File: src/rtl/mem_port_arbiter_pkg.sv
// Shared definitions for the fetch/data memory port arbiter:
// FSM state encoding, default port widths and wait-counter width.
package mem_port_arbiter_pkg;

  typedef enum logic [1:0] {
    IDLE     = 2'd0,
    SERVE_IF = 2'd1,
    SERVE_D  = 2'd2
  } arb_state_t;

  localparam int DEF_ADDR_WIDTH = 32;
  localparam int DEF_DATA_WIDTH = 32;
  localparam int WAIT_CNT_W     = 4;

endpackage

File: src/rtl/mem_port_arbiter_counter.sv
// Saturating up-counter with synchronous clear; clear wins over increment.
module saturating_counter
  import mem_port_arbiter_pkg::*;
(
  input  logic                  clk,
  input  logic                  reset,
  input  logic                  inc,
  input  logic                  clr,
  input  logic [WAIT_CNT_W-1:0] limit,
  output logic [WAIT_CNT_W-1:0] count
);

  always_ff @(posedge clk) begin
    if (reset || clr) begin
      count <= '0;
    end else if (inc && (count < limit)) begin
      count <= count + 1'b1;
    end
  end

endmodule

File: src/rtl/mem_port_arbiter.sv
// Two-requester (fetch/data) arbiter for one shared memory port. Data wins ties
// until fetch has lost MAX_IF_WAIT consecutive contested grants.
module mem_port_arbiter
  import mem_port_arbiter_pkg::*;
#(
  parameter int ADDR_WIDTH  = DEF_ADDR_WIDTH,
  parameter int DATA_WIDTH  = DEF_DATA_WIDTH,
  parameter int MAX_IF_WAIT = 4
) (
  input  logic                  clk,
  input  logic                  reset,
  input  logic                  if_req,
  input  logic [ADDR_WIDTH-1:0] if_addr,
  output logic [DATA_WIDTH-1:0] if_rdata,
  output logic                  if_done,
  input  logic                  d_req,
  input  logic                  d_we,
  input  logic [ADDR_WIDTH-1:0] d_addr,
  input  logic [DATA_WIDTH-1:0] d_wdata,
  output logic [DATA_WIDTH-1:0] d_rdata,
  output logic                  d_done,
  output logic                  mem_req,
  output logic                  mem_we,
  output logic [ADDR_WIDTH-1:0] mem_addr,
  output logic [DATA_WIDTH-1:0] mem_wdata,
  input  logic [DATA_WIDTH-1:0] mem_rdata,
  input  logic                  mem_ready,
  output logic                  stall
);

  localparam logic [WAIT_CNT_W-1:0] WAIT_LIMIT = WAIT_CNT_W'(MAX_IF_WAIT);

  arb_state_t             state, next_state;
  logic [ADDR_WIDTH-1:0]  addr_q;
  logic [DATA_WIDTH-1:0]  wdata_q;
  logic                   we_q;
  logic [WAIT_CNT_W-1:0]  wait_cnt;
  logic                   if_elig, d_elig, wait_sat;
  logic                   grant_if, grant_d;

  // A requester whose done is high this cycle is being retired, not re-served.
  assign if_elig  = if_req & ~if_done;
  assign d_elig   = d_req & ~d_done;
  assign wait_sat = (wait_cnt == WAIT_LIMIT);
  assign stall    = (if_req & ~if_done) | (d_req & ~d_done);

  always_comb begin
    next_state = state;
    grant_if   = 1'b0;
    grant_d    = 1'b0;
    case (state)
      IDLE: begin
        if (if_elig && (!d_elig || wait_sat)) begin
          grant_if   = 1'b1;
          next_state = SERVE_IF;
        end else if (d_elig) begin
          grant_d    = 1'b1;
          next_state = SERVE_D;
        end
      end
      SERVE_IF: if (mem_ready) next_state = IDLE;
      SERVE_D:  if (mem_ready) next_state = IDLE;
      default:  next_state = IDLE;
    endcase
  end

  saturating_counter u_wait_cnt (
    .clk   (clk),
    .reset (reset),
    .inc   (grant_d & if_req),
    .clr   (grant_if),
    .limit (WAIT_LIMIT),
    .count (wait_cnt)
  );

  always_ff @(posedge clk) begin
    if (reset) begin
      state    <= IDLE;
      addr_q   <= '0;
      wdata_q  <= '0;
      we_q     <= 1'b0;
      if_rdata <= '0;
      d_rdata  <= '0;
      if_done  <= 1'b0;
      d_done   <= 1'b0;
    end else begin
      state   <= next_state;
      if_done <= (state == SERVE_IF) && mem_ready;
      d_done  <= (state == SERVE_D) && mem_ready;
      if (grant_if) begin
        addr_q <= if_addr;
        we_q   <= 1'b0;
      end
      if (grant_d) begin
        addr_q  <= d_addr;
        we_q    <= d_we;
        wdata_q <= d_wdata;
      end
      if ((state == SERVE_IF) && mem_ready) if_rdata <= mem_rdata;
      if ((state == SERVE_D) && mem_ready && !we_q) d_rdata <= mem_rdata;
    end
  end

  // Memory-side outputs depend only on registered state, never on mem_ready.
  assign mem_req   = (state != IDLE);
  assign mem_we    = (state == SERVE_D) & we_q;
  assign mem_addr  = addr_q;
  assign mem_wdata = wdata_q;

endmodule

File: config.mk
export PLATFORM = sky130hd
export DESIGN_NAME = mem_port_arbiter
export DESIGN_NICKNAME = d
export VERILOG_FILES = /design/src/rtl/mem_port_arbiter_pkg.sv /design/src/rtl/mem_port_arbiter_counter.sv /design/src/rtl/mem_port_arbiter.sv
export SDC_FILE = /design/constraint.sdc
export NUM_CORES = 1
export LEC_CHECK = 0
export ABC_CLOCK_PERIOD_IN_PS = 1900
export CAP_MARGIN = 40
export CORE_ASPECT_RATIO = 1.4
export CORE_MARGIN = 2
export CORE_UTILIZATION = 37
export DETAILED_ROUTE_END_ITERATION = 10
export PLACE_DENSITY = 0.89
export REMOVE_ABC_BUFFERS = 1
export SLEW_MARGIN = 20
export SYNTH_ARGS = -nofsm -noshare
export SYNTH_HDL_FRONTEND = slang
export SYNTH_SLANG_ARGS = --single-unit
File: constraint.sdc
create_clock -name clk -period 1.9 [get_ports clk]
set_input_delay 0.57 -clock clk [delete_from_list [all_inputs] [get_ports clk]]
set_output_delay 0.57 -clock clk [all_outputs]
set_load 0.02 [all_outputs]
==> results of run 1 <==
[layout make-up]
| type | instances | area [sq um] |
|---|---|---|
| Clock buffer | 21 | 440 |
| Inverter | 39 | 146 |
| Tap cell | 192 | 240 |
| Clock inverter | 11 | 149 |
| Fill cell | 1306 | 5850 |
| Timing Repair Buffer | 293 | 2820 |
| Multi-Input combinational cell | 428 | 2530 |
| Sequential cell | 137 | 2750 |
[synthesized netlist by cell type, drive strengths merged]
cell and count:
nand2 225, dfxtp 137, a21oi 65, clkbuf 41
inv 39, a211oi 35, a221oi 32, mux2i 32
buf 13, ha 5, nor2b 4, o21ai 4
and3b 3, nor2 3, a32o 2, and2 2
nand3 2, nand3b 2, nor3b 2, a31oi 1
and3 1, nand2b 1, nor3 1, nor4 1
o211ai 1, o311a 1, o31a 1, or2 1
or3b 1
[cells in the final DEF (no fill, tap or decap), types with 4 or more instances in the layout]
cell type,n
clkbuf_16,17
a221oi_1,6
a21oi_1,64
inv_1,37
mux2i_1,32
a221oi_2,26
clkdlybuf4s50_1,130
o21ai_0,4
buf_12,10
a211oi_1,35
nand2_1,225
dlygate4sd2_1,129
clkbuf_1,4
dfxtp_1,135
buf_4,19
[what timing repair did]
| action | CTS | global route |
|---|---|---|
| hold buffers | 0 | 0 |
| hold endpoints to repair | 0 | 0 |
| pin swaps | 2 | 0 |
| setup endpoints to repair | 170 | 5 |
| resized for setup | 155 | 8 |
[per-layer routing]
layer / up-vias / wire length (um)
met5: - / 0
met4: 0 / 737
met3: 52 / 872
met2: 197 / 8880
met1: 2582 / 6890
li1: 2728 / -
[critical path: cells and delay by family]
family	cells	cell delay, ns
AND/OR/NAND/NOR	2	0.39
buffers and inverters	2	0.32
[power by group through the flow]
stage	combinational (mW)	sequential, mW	clock, mW
global placement	1.92	3.30	0
finish	1.80	3.24	3.28
floorplan	0.602	3.59	0
CTS	1.80	3.24	3.37
global route	1.92	3.27	3.48
detailed placement	1.95	3.31	0
[cell families (layout without fill, tap and decap cells)]
family,Yosys count,count (layout),share of synthesized area [%]
flops,137,137,48.8
fa+ha+maj,5,5,1.11
simple gates,249,249,17.8
compound gates,142,142,19.6
buf+inv,93,364,7.01
mux,32,32,5.70
[flip-flops by register name, summed over array words and instances (netlist names)]
name              count
state                 2
if_rdata             32
d_done                1
mem_wdata            32
if_done               1
d_rdata              32
we_q                  1
mem_addr             32
u_wait_cnt.count      4
[how the worst min path moves through the flow]
stage          slack, ns  cells after the start                  end
6_report            0.45                      2         if_rdata[29]
5_1_grt             0.47                      2          if_rdata[5]
4_1_cts             0.45                      2          d_rdata[15]
3_5_place_dp        0.45                      2           d_rdata[2]
3_3_place_gp        0.44                      2          d_rdata[20]
2_1_floorplan       0.47                      2  u_wait_cnt.count[0]
==> summary.txt, run 1 <==
Critical path
  • FF-to-FF Start: u_wait_cnt.count[0]
  • Critical path's slowest cell: or2_4
  • Crit end category: primary output
  • CP arrival: 1.27 ns
  • CP Max Fanout: 2
  • CP endpoint: stall
  • Startpoint Class: input port
  • Worst path max stage delay: 0.25 ns
  • Critical Path Source: if_req
  • Critical path, cell by cell: clkdlybuf4s15_1 > nor2b_4 > or2_4 > buf_6
  • R2R cell count: 6
  • Flop2flop setup slack: 0.08 ns
  • Critical R2R Capture: mem_addr[11]
  • Setup Crit Path Kind: in -> out
  • Worst EP required: roughly 1.3 ns

Pwr
  • Design Power: 8.32 mW
  • Psw: 2.30 mW
  • LEAKAGE: 3.98 nW
  • Clock power frac: 39.4%
  • Maximum vdd drop: 0.000531 V
  • Pwr dens: 918 nW/um^2
  • Sequential share of power: between 30% and 40%
  • Total internal power: approximately 6 mW
  • Logic pwr share: ~22%
  • Sw frac: approximately 28%

GRT
  • Met3 usage: 4.57%
  • Grt ovf: 0
  • All-Layer GR Usage: 20.9%
  • Vias in the first global route: about 5400
  • First-pass GRT wire length: ~27000 um
  • Routing usage on met1: 23.9%
  • Initial antenna violation count: 0
  • Met2 Track Usage GR: 36.3%
  • Largest net degree at the start of global routing: 72
  • GRT busiest layer: met2

Final layout
  • Post-layout nets: roughly 1100
  • Post-route cell area: between 9000 and 10000 sq um
  • Layout cells sized above 1: 10.5%
  • Finished Layout Cells: roughly 1100
  • Ant diodes: 0
  • Final Core Density: 60.8%
  • Synth-to-Final Area Change: 61.3%

Timing
  • Final Max Tran Viols: 0
  • TNS Setup: 0 ns
  • Least-Margin Pin Slew: 0.434 ns
  • Final hold vios: 0
  • PnR worst setup slack: 0.0556 ns
  • Slew HR: a little under three quarters
  • Max Fclk: about 540 MHz
  • Final period utilization: 97.1%
  • Hold slack: ~0.45 ns
  • Setup violations, final: 0
  • Fin crit period: ~1.8 ns
  • Final Skew: 0.00927 ns

Logic synthesis
  • Syn Std Cell Area: 5620 sq um
  • Seq/Total Area, Yosys: about half
  • Area contributors post-synth: dfxtp_1, nand2_1, a221oi_2
  • Area leader, netlist: dfxtp_1
  • Synthesis Warnings: 0
  • Post-synthesis cell count: 658
  • Area share of the largest cell type after synthesis: 48.8%
  • Post-Syn Area per Cell: about 8.5 sq um
  • Flops & latches, synth: 137
  • Post-synth cell types: 33

Routing
  • Via count: 5559
  • Drt total wl: between 15000 and 20000 um
  • Post-route DRC: 0
  • Antenna Nets Post-Route: 0
  • Routed length per instance: 15.5 um
  • DR iter-0 viols: around 170
  • Number of iterations in the first detailed-routing pass: 4
  • Average vias per placed instance: around 5

Outcome
  • Outcome: finished clean

Floorplanning
  • Die width: 108 um
  • Die area: between 15000 and 20000 sq um
  • Starting density of the core: between 30 and 40%
  • Core box area: 14900 sq um
  • Die Height: about 150 um
  • Top Ports: 267
  • Row count: 53

Place
  • Area post-placement: around 8600 sq um
  • Pre-CTS WS: -0.659 ns
  • DP HPWL: 12200 um
  • Inst Count DP: 1089
  • PortBufs: 266
  • GPL Wtd Cong: approximately 0.8

Clock network
  • Clock Path Buffers: 2
  • H-tree levels: 4
  • CTS tree: yes
  • Clk_lat worst skew: about 0.40 ns
  • Number of CTS-inserted buffers: 17
  • Postcts setup bufs: 0
  • Root Driver: clkbuf_16
  • CTS sink cnt: 137
  • Clock slew at reported path FFs: 0.05 ns

Min path
  • Min-delay worst type: reg -> reg
  • Hold Startpoint: if_rdata[29]

Job
  • Max-Cap Viols: 0
Power figures use the tool's default switching activity.
==> run 2, diff against run 1 <==
--- a/config.mk
+++ b/config.mk
@@ -6,7 +6,6 @@
 export NUM_CORES = 1
 export LEC_CHECK = 0
 export ABC_CLOCK_PERIOD_IN_PS = 1900
-export CAP_MARGIN = 40
 export CORE_ASPECT_RATIO = 1.4
 export CORE_MARGIN = 2
 export CORE_UTILIZATION = 37
==> results of run 2 <==
Final layout, timing and power as in run 1 (identical DEF).
==> run 3, diff against run 2 <==
--- a/config.mk
+++ b/config.mk
@@ -5,12 +5,12 @@
 export SDC_FILE = /design/constraint.sdc
 export NUM_CORES = 1
 export LEC_CHECK = 0
-export ABC_CLOCK_PERIOD_IN_PS = 1900
+export ABC_CLOCK_PERIOD_IN_PS = 2300
 export CORE_ASPECT_RATIO = 1.4
 export CORE_MARGIN = 2
-export CORE_UTILIZATION = 37
+export CORE_UTILIZATION = 44
 export DETAILED_ROUTE_END_ITERATION = 10
-export PLACE_DENSITY = 0.89
+export PLACE_DENSITY = 0.95
 export REMOVE_ABC_BUFFERS = 1
 export SLEW_MARGIN = 20
 export SYNTH_ARGS = -nofsm -noshare
==> constraint.sdc (replaced) <==
create_clock -name clk -period 2.3 [get_ports clk]
set_input_delay 0.69 -clock clk [delete_from_list [all_inputs] [get_ports clk]]
set_output_delay 0.69 -clock clk [all_outputs]
set_load 0.02 [all_outputs]
==> summary.txt, run 3 (synthesis results as in run 1) <==
Clock network
  • Root Driver: clkbuf_16
  • CTS sink cnt: 137 (unchanged)
  • Clock slew at reported path FFs: 0.06 ns (about the same)
  • Clk_lat worst skew: 0.40 ns (about the same)
  • Hold Buf Count CTS: 0 (unchanged)
  • H-tree levels: 4 (unchanged)
  • Clock Path Buffers: 2 (unchanged)
  • Number of CTS-inserted buffers: 17 (unchanged)
  • CTS tree: yes

Critical path
  • FF-to-FF Start: u_wait_cnt.count[0]
  • Delay-heaviest family, CP: buffers and inverters
  • Worst path max stage delay: 0.64 ns (+0.39 ns)
  • Flop2flop setup slack: 0.49 ns (+0.41 ns)
  • Crit end category: primary output
  • Crit path buf inv count: 1 (-1)
  • CP Max Fanout: 5 (+3)
  • Critical path's slowest cell: clkdlybuf4s50_1
  • Startpoint Class: flop
  • Worst EP required: 1.61 ns (+0.28 ns)
  • CP arrival: 1.45 ns (+0.18 ns)
  • Setup Crit Path Kind: reg -> out
  • Critical Path Source: d_done
  • Critical path, cell by cell: clkdlybuf4s50_1

Floorplanning
  • Die width: 99.5 um (-8.0%)
  • Top Ports: 267 (unchanged)
  • Core box area: 12400 sq um (-17%)
  • Starting density of the core: 45.4% (+7.8 points)
  • Die area: 13700 sq um (-15%)
  • Row count: 48 (-9.4%)
  • Die Height: 138 um (-8.1%)

Min path
  • Hold Startpoint: d_rdata[9]
  • Min-delay worst type: reg -> reg

Timing
  • Final hold vios: 0 (unchanged)
  • Fin crit period: 2.14 ns
  • Final Max Tran Viols: 0 (unchanged)
  • Setup violations, final: 0 (unchanged)
  • Max Fclk: 467 MHz
  • RSZ-0062 raised after global routing: false
  • Least-Margin Pin Slew: 0.648 ns (+0.214 ns)
  • Slew HR: 56.8% (-14 points)
  • Final Skew: 0.0105 ns (+0.00125 ns)
  • Final period utilization: 93.2%

Place
  • DP HPWL: 12500 um (+2.5%)
  • PortBufs: 266 (unchanged)
  • GPL Wtd Cong: 0.814 (+1.2%)
  • Inst Count DP: 1044 (-4.1%)

GRT
  • Initial antenna violation count: 1 (+1)
  • First-pass GRT wire length: 26600 um (-0.39%)
  • Largest net degree at the start of global routing: 101 (+40%)
  • Vias in the first global route: 5519 (+2.2%)
  • Grt ovf: 0 (unchanged)
  • All-Layer GR Usage: 24.7% (+3.7 points)

Pwr
  • LEAKAGE: 3.44 nW (-13%)
  • Pwr dens: 784 nW/um^2 (-15%)
  • Design Power: 7.14 mW (-14%)
  • Maximum vdd drop: 0.000454 V (-14%)

Final layout
  • Most frequent cells in the layout: clkdlybuf4s50_1, nand2_1, dfxtp_1
  • Layout cells sized above 1: 9.62% (-0.93 points)
  • Synth-to-Final Area Change: 62.1%
  • Most common cell after layout, fill and taps aside: clkdlybuf4s50_1
  • Finished Layout Cells: 1076 (-4.0%)
  • Post-layout nets: 1052 (-0.28%)

Routing
  • Number of iterations in the first detailed-routing pass: 7 (+3)
  • Post-route DRC: 0 (unchanged)
  • Via count: 5577 (+0.32%)
  • Antenna Nets Post-Route: 0 (unchanged)
  • DR iter-0 viols: 235 (+40%)
  • Average vias per placed instance: 5.18 (+4.5%)
  • Routed length per instance: 16.1 um (+4.1%)
  • Drt total wl: 17400 um (about the same)

Job
  • Max-Cap Viols: 0 (unchanged)

Outcome
  • Outcome: finished clean
==> run 3: changes by cell type in the layout (fill, tap and decap cells not counted), sizes merged <==
| cell | change |
|---|---|
| diode | +1 |
| clkdlybuf4s50 | +130 |
| clkinvlp | -1 |
| buf | -5 |
| clkinv | -1 |
| dlygate4sd2 | -129 |
| dlymetal6s2s | +2 |
| bufinv | +1 |
| inv | +1 |
| clkdlybuf4s15 | -2 |
==> run 3: layout make-up <==
class                      instances  area [sq um]
antenna                            1          2.50
clock buffer                      20           447
clock inverter                    11           171
fill                             830          3260
inverter                          39           146
multi-input combinational        428          2500
sequential                       137          2740
tap                              150           188
timing repair buffer             290          2920
==> run 3: path summary, 6_finish.rpt <==
path	end	cells past startpoint
max	d_done	1
min	d_rdata[9]	2
max reg2reg	mem_addr[31]	6
min reg2reg	d_rdata[9]	2
==> run 3: power breakdown <==
group / internal, mW / switching, mW
Combinational: 0.804 / 0.797
Clock: 1.84 / 1.01
Sequential: 2.58 / 0.110
Total: 5.23 / 1.92
==> run 3: tightest hold or removal path, cell delays in order, from the launching register on <==
cell and delay, ns:
dfxtp_1 0.30, nand2_1 0.05, a21oi_1 0.05
==> run 3: what timing repair did <==
| action | 4_1_cts | 5_1_grt |
|---|---|---|
| endpoints found under the setup margin | 3 | 3 |
| buffers inserted | 0 | 0 |
| gates cloned | 0 | 0 |
| gates resized for setup | 6 | 8 |
==> run 3: through the flow <==
step | setup slack (ns) | hold slack, ns | util [%] | cell area [sq um] | setup TNS (ns)
3_5_place_dp | -0.517 | 0.447 | 68.7 | 8500 | -5.73
2_1_floorplan | -2.04 | 0.470 | - | 5370 | -108.73
4_1_cts | -0.139 | 0.454 | 73.6 | 9110 | -0.139
5_1_grt | 0.102 | 0.467 | 73.6 | 9110 | 0
6_report | 0.157 | 0.452 | 73.6 | 9110 | 0
3_3_place_gp | -0.463 | 0.441 | 68.7 | 8500 | -4.88
==> run 3: metal layers <==
metal | up-vias | share of wire (%) | global-route usage [%]
met3 | 44 | 6.1 | 6.29
met2 | 222 | 55 | 44.6
met4 | 0 | 4.2 | 13.8
li1 | 2723 | - | -
met1 | 2588 | 35 | 25.9
met5 | - | 0 | 0
